**src/rtl/score_keeper.sv**
```systemverilog
// Score keeper for duck-hunt: conditions raw hit/miss strobes, awards streak-weighted
// saturating points, tracks the session high score and produces a BCD copy of the score.
module score_keeper #(
  parameter int unsigned WIDTH     = 7,
  parameter int unsigned MAX_COMBO = 4,
  parameter int unsigned DIGITS    = 3
) (
  input  logic                           clk,
  input  logic                           rst,
  input  logic                           hit,
  input  logic                           miss,
  input  logic                           clear,
  output logic [WIDTH-1:0]               score,
  output logic [WIDTH-1:0]               high_score,
  output logic [$clog2(MAX_COMBO+1)-1:0] combo,
  output logic                           new_record,
  output logic [4*DIGITS-1:0]            score_bcd,
  output logic                           bcd_valid
);

  localparam int unsigned CW = $clog2(MAX_COMBO + 1);
  localparam int unsigned BW = 4 * DIGITS;
  localparam int unsigned NW = $clog2(WIDTH + 1);
  localparam logic [WIDTH-1:0] SCORE_MAX = '1;

  if (MAX_COMBO < 1) begin : g_chk_combo
    $error("score_keeper: MAX_COMBO must be at least 1");
  end
  if (10 ** DIGITS <= 2 ** WIDTH - 1) begin : g_chk_digits
    $error("score_keeper: DIGITS too small for WIDTH");
  end

  // Two-flop synchronisers followed by rising-edge detectors
  logic hit_s1_q, hit_s2_q, hit_prev_q;
  logic miss_s1_q, miss_s2_q, miss_prev_q;
  logic hit_p, miss_p;

  always_ff @(posedge clk or negedge rst) begin
    if (!rst) begin
      hit_s1_q    <= 1'b0;
      hit_s2_q    <= 1'b0;
      hit_prev_q  <= 1'b0;
      miss_s1_q   <= 1'b0;
      miss_s2_q   <= 1'b0;
      miss_prev_q <= 1'b0;
    end else begin
      hit_s1_q    <= hit;
      hit_s2_q    <= hit_s1_q;
      hit_prev_q  <= hit_s2_q;
      miss_s1_q   <= miss;
      miss_s2_q   <= miss_s1_q;
      miss_prev_q <= miss_s2_q;
    end
  end

  assign hit_p  = hit_s2_q & ~hit_prev_q;
  assign miss_p = miss_s2_q & ~miss_prev_q;

  // Scoring: clear beats miss beats hit; award computed one bit wider then saturated
  logic [WIDTH-1:0] score_q, score_d, high_q, high_d;
  logic [CW-1:0]    combo_q, combo_d, combo_hit;
  logic [CW:0]      combo_inc;
  logic [WIDTH:0]   sum;
  logic             new_rec_q, new_rec_d;
  logic             score_chg;

  always_comb begin
    combo_inc = {1'b0, combo_q} + (CW+1)'(1);
    combo_hit = (combo_inc > (CW+1)'(MAX_COMBO)) ? CW'(MAX_COMBO) : combo_inc[CW-1:0];
    sum       = {1'b0, score_q} + (WIDTH+1)'(combo_hit);
    score_d   = score_q;
    combo_d   = combo_q;
    high_d    = high_q;
    new_rec_d = new_rec_q;
    if (clear) begin
      score_d   = '0;
      combo_d   = '0;
      new_rec_d = 1'b0;
    end else if (miss_p) begin
      combo_d = '0;
    end else if (hit_p) begin
      combo_d = combo_hit;
      score_d = sum[WIDTH] ? SCORE_MAX : sum[WIDTH-1:0];
    end
    if (score_d > high_q) begin
      high_d    = score_d;
      new_rec_d = 1'b1;
    end
  end

  assign score_chg = (score_d != score_q);

  always_ff @(posedge clk or negedge rst) begin
    if (!rst) begin
      score_q   <= '0;
      high_q    <= '0;
      combo_q   <= '0;
      new_rec_q <= 1'b0;
    end else begin
      score_q   <= score_d;
      high_q    <= high_d;
      combo_q   <= combo_d;
      new_rec_q <= new_rec_d;
    end
  end

  // Double-dabble converter; a score change seen in any busy state restarts from LOAD
  typedef enum logic [1:0] {S_IDLE, S_LOAD, S_SHIFT, S_DONE} state_e;

  state_e           state_q, state_d;
  logic             chg_q;
  logic             load_en, shift_en, write_en;
  logic [WIDTH-1:0] sh_q, sh_d;
  logic [BW-1:0]    acc_q, acc_d, acc_adj;
  logic [NW-1:0]    cnt_q, cnt_d;
  logic [BW-1:0]    bcd_q;
  logic             bcd_valid_q;

  always_ff @(posedge clk or negedge rst) begin
    if (!rst) state_q <= S_IDLE;
    else      state_q <= state_d;
  end

  always_comb begin
    state_d = state_q;
    unique case (state_q)
      S_IDLE:  if (chg_q) state_d = S_LOAD;
      S_LOAD:  state_d = chg_q ? S_LOAD : S_SHIFT;
      S_SHIFT: begin
        if (chg_q)                            state_d = S_LOAD;
        else if (cnt_q == NW'(WIDTH - 1))     state_d = S_DONE;
      end
      S_DONE:  state_d = (chg_q || score_chg) ? S_LOAD : S_IDLE;
      default: state_d = S_IDLE;
    endcase
  end

  // DONE withholds its write when the score moved, so a stale value is never shown
  always_comb begin
    load_en  = 1'b0;
    shift_en = 1'b0;
    write_en = 1'b0;
    unique case (state_q)
      S_LOAD:  load_en  = 1'b1;
      S_SHIFT: shift_en = 1'b1;
      S_DONE:  write_en = !(chg_q || score_chg);
      default: ;
    endcase
  end

  always_comb begin
    acc_adj = acc_q;
    for (int unsigned i = 0; i < DIGITS; i++) begin
      if (acc_q[4*i +: 4] >= 4'd5) acc_adj[4*i +: 4] = acc_q[4*i +: 4] + 4'd3;
    end
    sh_d  = sh_q;
    acc_d = acc_q;
    cnt_d = cnt_q;
    if (load_en) begin
      sh_d  = score_q;
      acc_d = '0;
      cnt_d = '0;
    end else if (shift_en) begin
      acc_d = {acc_adj[BW-2:0], sh_q[WIDTH-1]};
      sh_d  = sh_q << 1;
      cnt_d = cnt_q + NW'(1);
    end
  end

  always_ff @(posedge clk or negedge rst) begin
    if (!rst) begin
      chg_q       <= 1'b0;
      sh_q        <= '0;
      acc_q       <= '0;
      cnt_q       <= '0;
      bcd_q       <= '0;
      bcd_valid_q <= 1'b1;
    end else begin
      chg_q       <= score_chg;
      sh_q        <= sh_d;
      acc_q       <= acc_d;
      cnt_q       <= cnt_d;
      if (write_en) bcd_q <= acc_q;
      bcd_valid_q <= (state_d == S_IDLE);
    end
  end

  assign score      = score_q;
  assign high_score = high_q;
  assign combo      = combo_q;
  assign new_record = new_rec_q;
  assign score_bcd  = bcd_q;
  assign bcd_valid  = bcd_valid_q;

endmodule

```
**config.mk**
```make
export PLATFORM = sky130hd
export DESIGN_NAME = score_keeper
export DESIGN_NICKNAME = d
export VERILOG_FILES = /design/src/rtl/score_keeper.sv
export SDC_FILE = /design/constraint.sdc
export NUM_CORES = 1
export LEC_CHECK = 0
export ABC_CLOCK_PERIOD_IN_PS = 7850
export BUFFER_PORTS_ARGS = -buffer_cell sky130_fd_sc_hd__buf_2
export CAP_MARGIN = 20
export CORE_ASPECT_RATIO = 0.8
export CORE_MARGIN = 10
export CORE_UTILIZATION = 45
export DETAILED_ROUTE_END_ITERATION = 10
export SLEW_MARGIN = 25
export SYNTH_ARGS = -nofsm -noshare
export SYNTH_HDL_FRONTEND = slang
export SYNTH_SLANG_ARGS = --single-unit
```
**constraint.sdc**
```tcl
create_clock -name clk -period 7.85 [get_ports clk]
set_input_delay 0.785 -clock clk [delete_from_list [all_inputs] [get_ports clk]]
set_output_delay 0.785 -clock clk [all_outputs]
set_load 0.02 [all_outputs]
```
==> metrics <==
final hold violations 0; number of H-tree levels 3; Max FO, Critical Path 9; Synth Cell Area 3420 um2; Antenna Nets Post-Route 0; slowest CP cell o22ai_1; Req. time, crit path 8070 ps; Gates resized, CTS repair 0; clk sinks 62; Worst-Margin Slew 791 ps; most common cell after layout, fill and taps aside dfrtp_1; Layout Nets 392; syn_nets 356; crit path launch type flop; Fillers 680; Iteration-0 DRC Markers 134; global-route wire length before repair 12.1 mm; vias in the first global route 2435; post-synthesis async set-or-reset flop share 100%; Top FF cell, synth dfrtp_1; worst hold path class flop to flop; most frequent cells in the layout 61 x dfrtp_1, 35 x buf_2, 34 x inv_1; Synth Area in Compound Gates 16.2%; sum of negative setup slack 0 ps; Synth Area in Simple Gates 11.8%; Setup CP Type flop to flop; P_leak 0.00183 uW; Seq/Total Area, Yosys 45.4%; clk root buf clkbuf_8; # Post-CTS Setup Buffers 0; Port Buf Inserts 35; Worst setup EP type flop; Final HPWL DP 4.92 mm; Rel. slew slack 47.1%; main combinational cell family by area after synthesis compound AO/OA/AOI/OAI gates; met3 wire len 296 um; IO Pins 36; Slew Limit Fails 0; fin crit share 58.7%; vias per cell 5.25; Post-synth EDFFs 0; gate count after technology mapping 328; Layout Cells excl Fill 474; Die W 117 um; Hold-fix buffers, CTS 0; mux contribution to synthesized area 10.3%; antenna violations before repair 0; Max Clk Rate 0.217 GHz; Final Cell Area 3900 um2; routed wire length 6.91 mm; endpoints failing setup 0; total number of vias 2488; IR drop worst, VDD 0.000236 V; die height 98.0 um; top sig layer met4; Inserted Clock Buffers 9; Most common cell on crit path ha_1; Critical Path, Cell by Cell ha_1 -> a21boi_1 -> a21oi_1 -> ha_1 -> and3_1 -> o211ai_1 -> a31oi_1 -> nor2_1 -> nor3_1 -> ha_1 -> a21oi_1 -> nor2b_1 -> o21ai_0 -> o21ai_0 -> o22ai_1 -> mux2_2; status finished clean; Skew-Pair Late Insertion Delay 340 ps; Inst Count DP 458; pwr/cell area 310 nW/um2; Final min period 4610 ps; Core ar. 7390 um2; Worst-path clk slew 80 ps; Worst Hold Slack 354 ps; RSZ-0062 raised after global routing false; Max Cap Viol 0; clk_skew 11.4 ps; post-synthesis register bit count 62; CTS tree built; Slowest Stage Delay on Critical Path 620 ps; Site Rows 28; DR WL/cell 14.6 um; gpl congestion 0.832; Synth cell types 57; Critical Path AT 4830 ps; Yosys warning count 0; syn avg cell area 10.4 um2; clk buf depth 2; GRT overflow 0; DRC Markers 0; met1 wire length 3.51 mm; met2 routed WL 3.02 mm; DIE AREA 11500 um2; Tot GR Track Use 12.6%; initial core utilization 46.3%; Syn-to-layout area delta 14.0%; share of layout cells above drive strength 1 24.7%; Synth Area in XOR/XNOR 1.79%; first-pass detailed-route iteration total 4; Post-Synth Adder-Cell Area 8.41%; diode count 0; Post-DP Area 3670 um2; largest net degree at the start of global routing 63
## metrics by stage
stage / setup slack [ps] / util (%) / total power, uW
floorplan: 3720 / - / 792
global placement: 3370 / 49.5 / 886
detailed placement: 3270 / 49.6 / 897
CTS: 3260 / 52.8 / 1230
global route: 2630 / 52.8 / 1300
finish: 3240 / 52.8 / 1210
## layer usage
metal / up-vias / GRT usage (%)
met4: 0 / 5.22
met2: 46 / 18.6
li1: 1234 / -
met1: 1201 / 16.7
met3: 7 / 3.74
met5: - / 0
## kinds of logic after synthesis
| logic type | after synthesis |
|---|---|
| mux | 29 |
| buf+inv | 47 |
| fa+ha+maj | 23 |
| xor+xnor | 7 |
| compound gates | 83 |
| flops | 62 |
| simple gates | 77 |
## registers in the layout, indices dropped and copies added, names as in the netlist
register,count
acc_q,12
score_bcd,12
high_score,7
score,7
sh_q,7
cnt_q,3
combo,3
state_q,2
bcd_valid,1
chg_q,1
hit_prev_q,1
hit_s1_q,1
hit_s2_q,1
miss_prev_q,1
miss_s1_q,1
miss_s2_q,1
new_record,1
## power by group
group / switching [uW] / internal [uW]
Combinational: 257 / 182
Sequential: 51.8 / 396
Clock: 134 / 189
## area by class of cell
class	instances	area [um2]	area share, %
timing repair buffer	38	198	5.07
inverter	34	128	3.27
clock inverter	6	92.6	2.37
multi-input combinational	219	1660	42.6
clock buffer	10	138	3.53
tap	105	131	3.37
sequential	62	1550	39.8
## critical path, delay by kind of cell (launching register included)
kind | cells | cell delay (ps)
AOI/OAI and AO/OA | 8 | 2100
adders and majority gates | 3 | 910
DFF | 1 | 420
muxes | 1 | 410
and+or+nand+nor | 4 | 660
## synthesized netlist by cell type (5+ instances only)
cell / n / area share [%]
mux2i_1: 10 / 2.9
mux2_2: 9 / 3.0
xnor2_1: 7 / 1.8
inv_1: 34 / 3.7
a21oi_1: 23 / 3.4
o22ai_1: 11 / 2.0
nor3_1: 5 / 0.73
nand3_1: 10 / 1.5
dfrtp_1: 61 / 45
nor2_1: 27 / 3.0
nand2b_1: 7 / 1.3
ha_1: 23 / 8.4
nand2_1: 11 / 1.2
clkbuf_1: 6 / 0.66
mux2_4: 10 / 4.4
o21ai_0: 17 / 2.5
## path summary, 6_finish.rpt
kind / start / depth (start not counted) / slack, ps / endpoint
max reg2reg: combo[0] / 16 / 3240 / high_score[2]
min: miss_s1_q / 0 / 350 / miss_s2_q
min in group asynchronous: rst / 2 / 610 / score_bcd[2]
max: combo[0] / 16 / 3240 / high_score[2]
min reg2reg: miss_s1_q / 0 / 350 / miss_s2_q
max in group asynchronous: rst / 2 / 6730 / cnt_q[1]
Note: power is estimated with default switching activity, not from simulation.
